**config.mk**
```make
export PLATFORM = sky130hd
export DESIGN_NAME = fc_apb_master
export DESIGN_NICKNAME = d
export VERILOG_FILES = /design/src/rtl/fc_apb_master.sv
export SDC_FILE = /design/constraint.sdc
export NUM_CORES = 1
export LEC_CHECK = 0
export CORE_MARGIN = 2
export CORE_UTILIZATION = 47
export CTS_BUF_LIST = sky130_fd_sc_hd__clkbuf_8
export DETAILED_ROUTE_END_ITERATION = 10
export PLACE_DENSITY = 0.95
export SLEW_MARGIN = 20
export SYNTH_ARGS = -nofsm -noshare
export SYNTH_HDL_FRONTEND = slang
export SYNTH_SLANG_ARGS = --single-unit
```
**constraint.sdc**
```tcl
create_clock -name CLK -period 5.5 [get_ports CLK]
set_clock_uncertainty 0.05 [all_clocks]
set_input_delay 1.1 -clock CLK [delete_from_list [all_inputs] [get_ports CLK]]
set_output_delay 1.1 -clock CLK [all_outputs]
set_load 0.01 [all_outputs]
```
**src/rtl/fc_apb_master.sv**
```systemverilog
// fc_apb_master: APB initiator that runs one FC job per cmd_start.
//
// Job sequence: write CTRL=1, write CTRL=0, poll STATUS until bit0 is set
// (POLL_GAP idle cycles between polls), read CLK_COUNTER and MAX_INDEX, then
// pulse cmd_done. PSLVERR on any completing transfer aborts with cmd_error.
//
// Optional feature: define FC_APB_MST_TIMEOUT_EN to abort with cmd_error
// after TIMEOUT_LIMIT STATUS reads that did not report done.
//
// Ports:
//   CLK, RESETN        clock, asynchronous active-low reset
//   cmd_start          one-cycle job request (accepted only when idle)
//   cmd_busy           high while a job is in flight
//   cmd_done           one-cycle pulse, results valid
//   cmd_error          one-cycle pulse, job aborted
//   result_cycles      CLK_COUNTER value of the last successful job
//   result_index       MAX_INDEX value of the last successful job
//   PADDR..PSLVERR     APB initiator interface
module fc_apb_master #(
    parameter int unsigned POLL_GAP      = 4,
    parameter logic [31:0] TIMEOUT_LIMIT = 32'd1_000_000
) (
    input  logic        CLK,
    input  logic        RESETN,
    input  logic        cmd_start,
    output logic        cmd_busy,
    output logic        cmd_done,
    output logic        cmd_error,
    output logic [31:0] result_cycles,
    output logic [31:0] result_index,
    output logic [31:0] PADDR,
    output logic        PSEL,
    output logic        PENABLE,
    output logic        PWRITE,
    output logic [31:0] PWDATA,
    input  logic [31:0] PRDATA,
    input  logic        PREADY,
    input  logic        PSLVERR
);

    localparam logic [31:0] AddrCtrl   = 32'h0000_0000;
    localparam logic [31:0] AddrStatus = 32'h0000_0004;
    localparam logic [31:0] AddrCnt    = 32'h0000_0008;
    localparam logic [31:0] AddrIdx    = 32'h0000_000C;
    localparam logic [7:0]  GapLoad    = 8'(POLL_GAP - 1);

    typedef enum logic [3:0] {
        StIdle, StWrSet, StWrClr, StRdStat, StGap, StRdCnt, StRdIdx, StFin, StErr
    } state_e;

    // Bus phase within a transfer state. PhIdle is the mandatory PSEL=0 cycle
    // between back-to-back transfers.
    typedef enum logic [1:0] {
        PhIdle, PhSetup, PhAccess
    } phase_e;

    state_e      state_q, state_d;
    phase_e      phase_q, phase_d;
    logic [7:0]  gap_q, gap_d;
    logic [31:0] cycles_q, cycles_d;
    logic [31:0] index_q, index_d;

    logic is_xfer;
    logic xfer_cmpl;
    logic poll_expired;

    assign is_xfer   = state_q inside {StWrSet, StWrClr, StRdStat, StRdCnt, StRdIdx};
    assign xfer_cmpl = is_xfer && (phase_q == PhAccess) && PREADY;

`ifdef FC_APB_MST_TIMEOUT_EN
    logic [31:0] poll_q, poll_d;

    always_comb begin
        poll_d = poll_q;
        if (state_q == StIdle && cmd_start) begin
            poll_d = '0;
        end else if (state_q == StRdStat && xfer_cmpl && !PSLVERR) begin
            poll_d = poll_q + 32'd1;
        end
    end

    // Evaluated for the read that is completing now, i.e. poll_q + 1 reads.
    assign poll_expired = (poll_q + 32'd1) >= TIMEOUT_LIMIT;

    always_ff @(posedge CLK or negedge RESETN) begin
        if (!RESETN) begin
            poll_q <= '0;
        end else begin
            poll_q <= poll_d;
        end
    end
`else
    assign poll_expired = 1'b0;

    logic unused_timeout_limit;
    assign unused_timeout_limit = ^TIMEOUT_LIMIT;
`endif

    always_comb begin
        state_d  = state_q;
        phase_d  = phase_q;
        gap_d    = gap_q;
        cycles_d = cycles_q;
        index_d  = index_q;

        if (is_xfer) begin
            unique case (phase_q)
                PhIdle:  phase_d = PhSetup;
                PhSetup: phase_d = PhAccess;
                default: if (PREADY) phase_d = PhIdle;
            endcase
        end

        if (xfer_cmpl && PSLVERR) begin
            state_d = StErr;
        end else begin
            case (state_q)
                StIdle: begin
                    if (cmd_start) begin
                        state_d = StWrSet;
                        phase_d = PhSetup;
                    end
                end
                StWrSet:  if (xfer_cmpl) state_d = StWrClr;
                StWrClr:  if (xfer_cmpl) state_d = StRdStat;
                StRdStat: begin
                    if (xfer_cmpl) begin
                        if (PRDATA[0]) begin
                            state_d = StRdCnt;
                        end else if (poll_expired) begin
                            state_d = StErr;
                        end else if (POLL_GAP == 0) begin
                            state_d = StRdStat;
                        end else begin
                            state_d = StGap;
                            gap_d   = GapLoad;
                        end
                    end
                end
                StGap: begin
                    // The gap itself provides the idle bus cycles, so the
                    // next poll starts directly with SETUP.
                    if (gap_q == 8'd0) begin
                        state_d = StRdStat;
                        phase_d = PhSetup;
                    end else begin
                        gap_d = gap_q - 8'd1;
                    end
                end
                StRdCnt: begin
                    if (xfer_cmpl) begin
                        cycles_d = PRDATA;
                        state_d  = StRdIdx;
                    end
                end
                StRdIdx: begin
                    if (xfer_cmpl) begin
                        index_d = PRDATA;
                        state_d = StFin;
                    end
                end
                StFin:   state_d = StIdle;
                StErr:   state_d = StIdle;
                default: state_d = StIdle;
            endcase
        end
    end

    always_ff @(posedge CLK or negedge RESETN) begin
        if (!RESETN) begin
            state_q  <= StIdle;
            phase_q  <= PhIdle;
            gap_q    <= '0;
            cycles_q <= '0;
            index_q  <= '0;
        end else begin
            state_q  <= state_d;
            phase_q  <= phase_d;
            gap_q    <= gap_d;
            cycles_q <= cycles_d;
            index_q  <= index_d;
        end
    end

    // Address/direction/data depend only on the state, so they are stable
    // for the whole SETUP..ACCESS window by construction.
    always_comb begin
        PADDR  = 32'h0;
        PWRITE = 1'b0;
        PWDATA = 32'h0;
        case (state_q)
            StWrSet: begin
                PADDR  = AddrCtrl;
                PWRITE = 1'b1;
                PWDATA = 32'd1;
            end
            StWrClr: begin
                PADDR  = AddrCtrl;
                PWRITE = 1'b1;
            end
            StRdStat: PADDR = AddrStatus;
            StRdCnt:  PADDR = AddrCnt;
            StRdIdx:  PADDR = AddrIdx;
            default:  PADDR = 32'h0;
        endcase
    end

    assign PSEL          = is_xfer && (phase_q != PhIdle);
    assign PENABLE       = is_xfer && (phase_q == PhAccess);
    assign cmd_busy      = (state_q != StIdle);
    assign cmd_done      = (state_q == StFin);
    assign cmd_error     = (state_q == StErr);
    assign result_cycles = cycles_q;
    assign result_index  = index_q;

endmodule

```
==> summary.md <==
| Metric | Value |
|---|---|
| Outcome | `complete, no violations` |
| Clock root buffer | `clkbuf_8` |
| Setup Slack @ Placement | `2386 ps` |
| Post-DR wirelength/cell | `15.27 µm` |
| Post-cts resize count | `0` |
| Util after Layout | `63.69%` |
| Num CTS Buffers | `9` |
| DR pass1 iterations | `5` |
| Vias in the first global route | `2505` |
| Adder-Cell Fraction of Synth Area | `0.6553%` |
| Area of the core | `0.007807 mm²` |
| ANT cells | `0` |
| Critical-path maximum fanout | `16` |
| Psw | `747.4 µW` |
| Area after DPL | `0.004772 mm²` |
| Final-layout fill cell count | `601` |
| CP Launch Point | `state_q[0]` |
| Post-DP HPWL | `5739 µm` |
| Total GRT Usage | `18.06%` |
| Post-synthesis sequential area ratio | `51.11%` |
| Crit Path Class | `reg2out` |
| # DRC | `0` |
| First-pass GRT wire length | `12310 µm` |
| Cell count after synthesis | `302` |
| P_leak | `2.341 nW` |
| Worst Setup EP | `PSEL` |
| Crit end category | `output port` |
| Setup crit start kind | `flip-flop` |
| Die area | `0.008861 mm²` |
| Peak supply drop | `257.8 µV` |
| RSZ-0062 raised after global routing | `no` |
| Design Area, Final | `0.004972 mm²` |
| Setup Fix Bufs, Post-CTS | `0` |
| Post-synth EDFFs | `0` |
| Final cell count without fillers | `520` |
| Pwr per Cell Area | `455.0 mW/mm²` |
| Post-CTS Hold Fix Bufs | `0` |
| Tmin final | `3313 ps` |
| Via count | `2592` |
| Post-Synthesis Cell Area | `0.003819 mm²` |
| Layout Nets | `452` |
| Launching point of the worst reg2reg path | `state_q[0]` |
| Final Slew Violations | `0` |
| Post-route setup slack | `2187 ps` |
| Initial drt markers | `98` |
| Worst slew pin tran | `965.6 ps` |
| Synth Area in XOR/XNOR | `1.147%` |
| Sw frac | `33.03%` |
| Die Ht | `94.14 µm` |
| Syn avg cell area | `12.64 µm²` |
| Placed cells | `504` |
| Worst EP arrival | `2160 ps` |
| Clock slew at reported path FFs | `80 ps` |
| Global route overflow | `0` |
| Share of layout cells above drive strength 1 | `22.01%` |
| GP Congestion | `0.8829` |
| Initial core utilization | `48.91%` |
| R2r worst-path depth | `5` |
| Relative max-transition margin | `35.63%` |
| Synth unique cells | `48` |
| Setup TNS | `0 ps` |
| Initial antenna violation count | `0` |
| Post-synth ARST share | `100.0%` |
| Routed WL | `7940 µm` |
| Register bit total from synthesis | `78` |
| Clock Latency Late Sink | `330 ps` |
| Area delta synth->final | `30.21%` |
| Logic pwr share | `41.0%` |
| Worst Hold Class | `reg2reg` |
| Die width | `94.14 µm` |
| Share of total power in the clock network | `18.6%` |
| Synth Area in Simple Gates | `8.290%` |
| Final setup viols | `0` |
| Vias per cell | `4.985` |
| Sequential power share | `40.5%` |
| R2R setup slack | `3020 ps` |
| Peak Freq | `301.8 MHz` |
| CTS Sinks | `78` |
| Synth Area in Compound Gates | `6.160%` |
| Antenna Violating Nets Remaining | `0` |
| Critical Path RT | `4350 ps` |
| PortBufs | `109` |
| TritonCTS clock tree | `yes` |
| Hold Fails Final Rpt | `0` |
| I/O pin count | `171` |
| CTS Buffer Depth | `2` |
| Largest net degree at the start of global routing | `79` |
| Int Pwr | `1.515 mW` |
| FF-to-FF End | `gap_q[5]` |
| FP Rows | `32` |
| Tcrit/Tclk final | `60.24%` |
| Maximum Capacitance Violations | `0` |
| H-tree depth | `3` |
| Synth warn | `0` |
| Main combinational cell family by area after synthesis | `multiplexers` |
| Post-synth top flop | `dfrtp_1` |
| Mux share of post-synthesis cell area | `18.87%` |
## layer usage
metal	GRT usage (%)	vias to the layer above	wire length, µm
met5	0	-	0
met4	6.401	0	93
met3	5.538	11	712
met2	31.67	138	4180
met1	20.77	1273	2954
li1	-	1170	-
## synth_stat cells, drive strengths merged, types with 3 or more instances
library cell	n	area share, %
buf	68	13
nor4b	4	1.3
nand2	4	0.39
nor3	3	0.39
mux2	64	19
nor2	16	1.6
xnor2	3	0.69
dfrtp	78	51
nand3b	4	0.79
and2	3	0.49
clkbuf	3	0.29
nor2b	4	0.66
inv	5	0.49
## critical path, cell delays in order (launching register included)
cell	delay [ps]
dfrtp_1	680
o21ba_2	250
nand2_1	120
nor2_1	190
clkdlybuf4s50_1	590
## logic make-up (layout without fill, tap and decap cells)
group | count (synthesis) | after routing
fa+ha+maj | 2 | 2
buf+inv | 76 | 132
xor+xnor | 5 | 5
other cells | 1 | 61
mux | 64 | 64
simple gates | 51 | 51
flops | 78 | 78
compound gates | 25 | 25
## flip-flops by register name, summed over array words and instances, names as in the netlist
signal and flops:
gap_q 8, result_cycles 32, state_q 4, result_index 32, phase_q 2
## through the flow
step | hold WS, ps | total power, mW
detailed placement | 443.4 | 1.854
floorplan | 424.1 | 1.412
finish | 457.2 | 2.263
global placement | 436.8 | 1.808
CTS | 461.3 | 2.286
global route | 467.8 | 2.408
## worst min-delay path by stage
stage / depth (start not counted) / start / slack (ps) / to
floorplan: 1 / gap_q[0] / 420 / gap_q[0]
global placement: 1 / result_cycles[15] / 440 / result_cycles[15]
detailed placement: 1 / result_cycles[18] / 440 / result_cycles[18]
CTS: 1 / result_index[5] / 460 / result_index[5]
global route: 1 / result_cycles[10] / 470 / result_cycles[10]
finish: 1 / result_cycles[1] / 460 / result_cycles[1]
## placed cells by master, fill, tap and decap left out, types with 4 or more instances in the layout
cell and n:
clkbuf_8 10, nand3b_1 4, nor2b_1 4, nand2_1 4
dfrtp_1 78, conb_1 61, clkdlybuf4s50_1 108, mux2_2 64
inv_1 6, nor2_1 16
## area by class of cell
cell class	instances	area (µm²)	share of cell area (%)
sequential	78	1952	39.26
multi-input combinational	208	1570	31.58
timing repair buffer	111	1104	22.19
clock buffer	10	137.6	2.768
tap	102	127.6	2.567
clock inverter	6	62.56	1.258
inverter	5	18.77	0.3775
## power by group through the flow
stage	clock (mW)	sequential, mW	combinational (mW)
detailed placement	0	0.922	0.931
floorplan	0	0.937	0.475
global placement	0	0.909	0.899
CTS	0.437	0.914	0.935
finish	0.420	0.916	0.927
global route	0.467	0.943	0.997
Note: power is estimated with default switching activity, not from simulation.
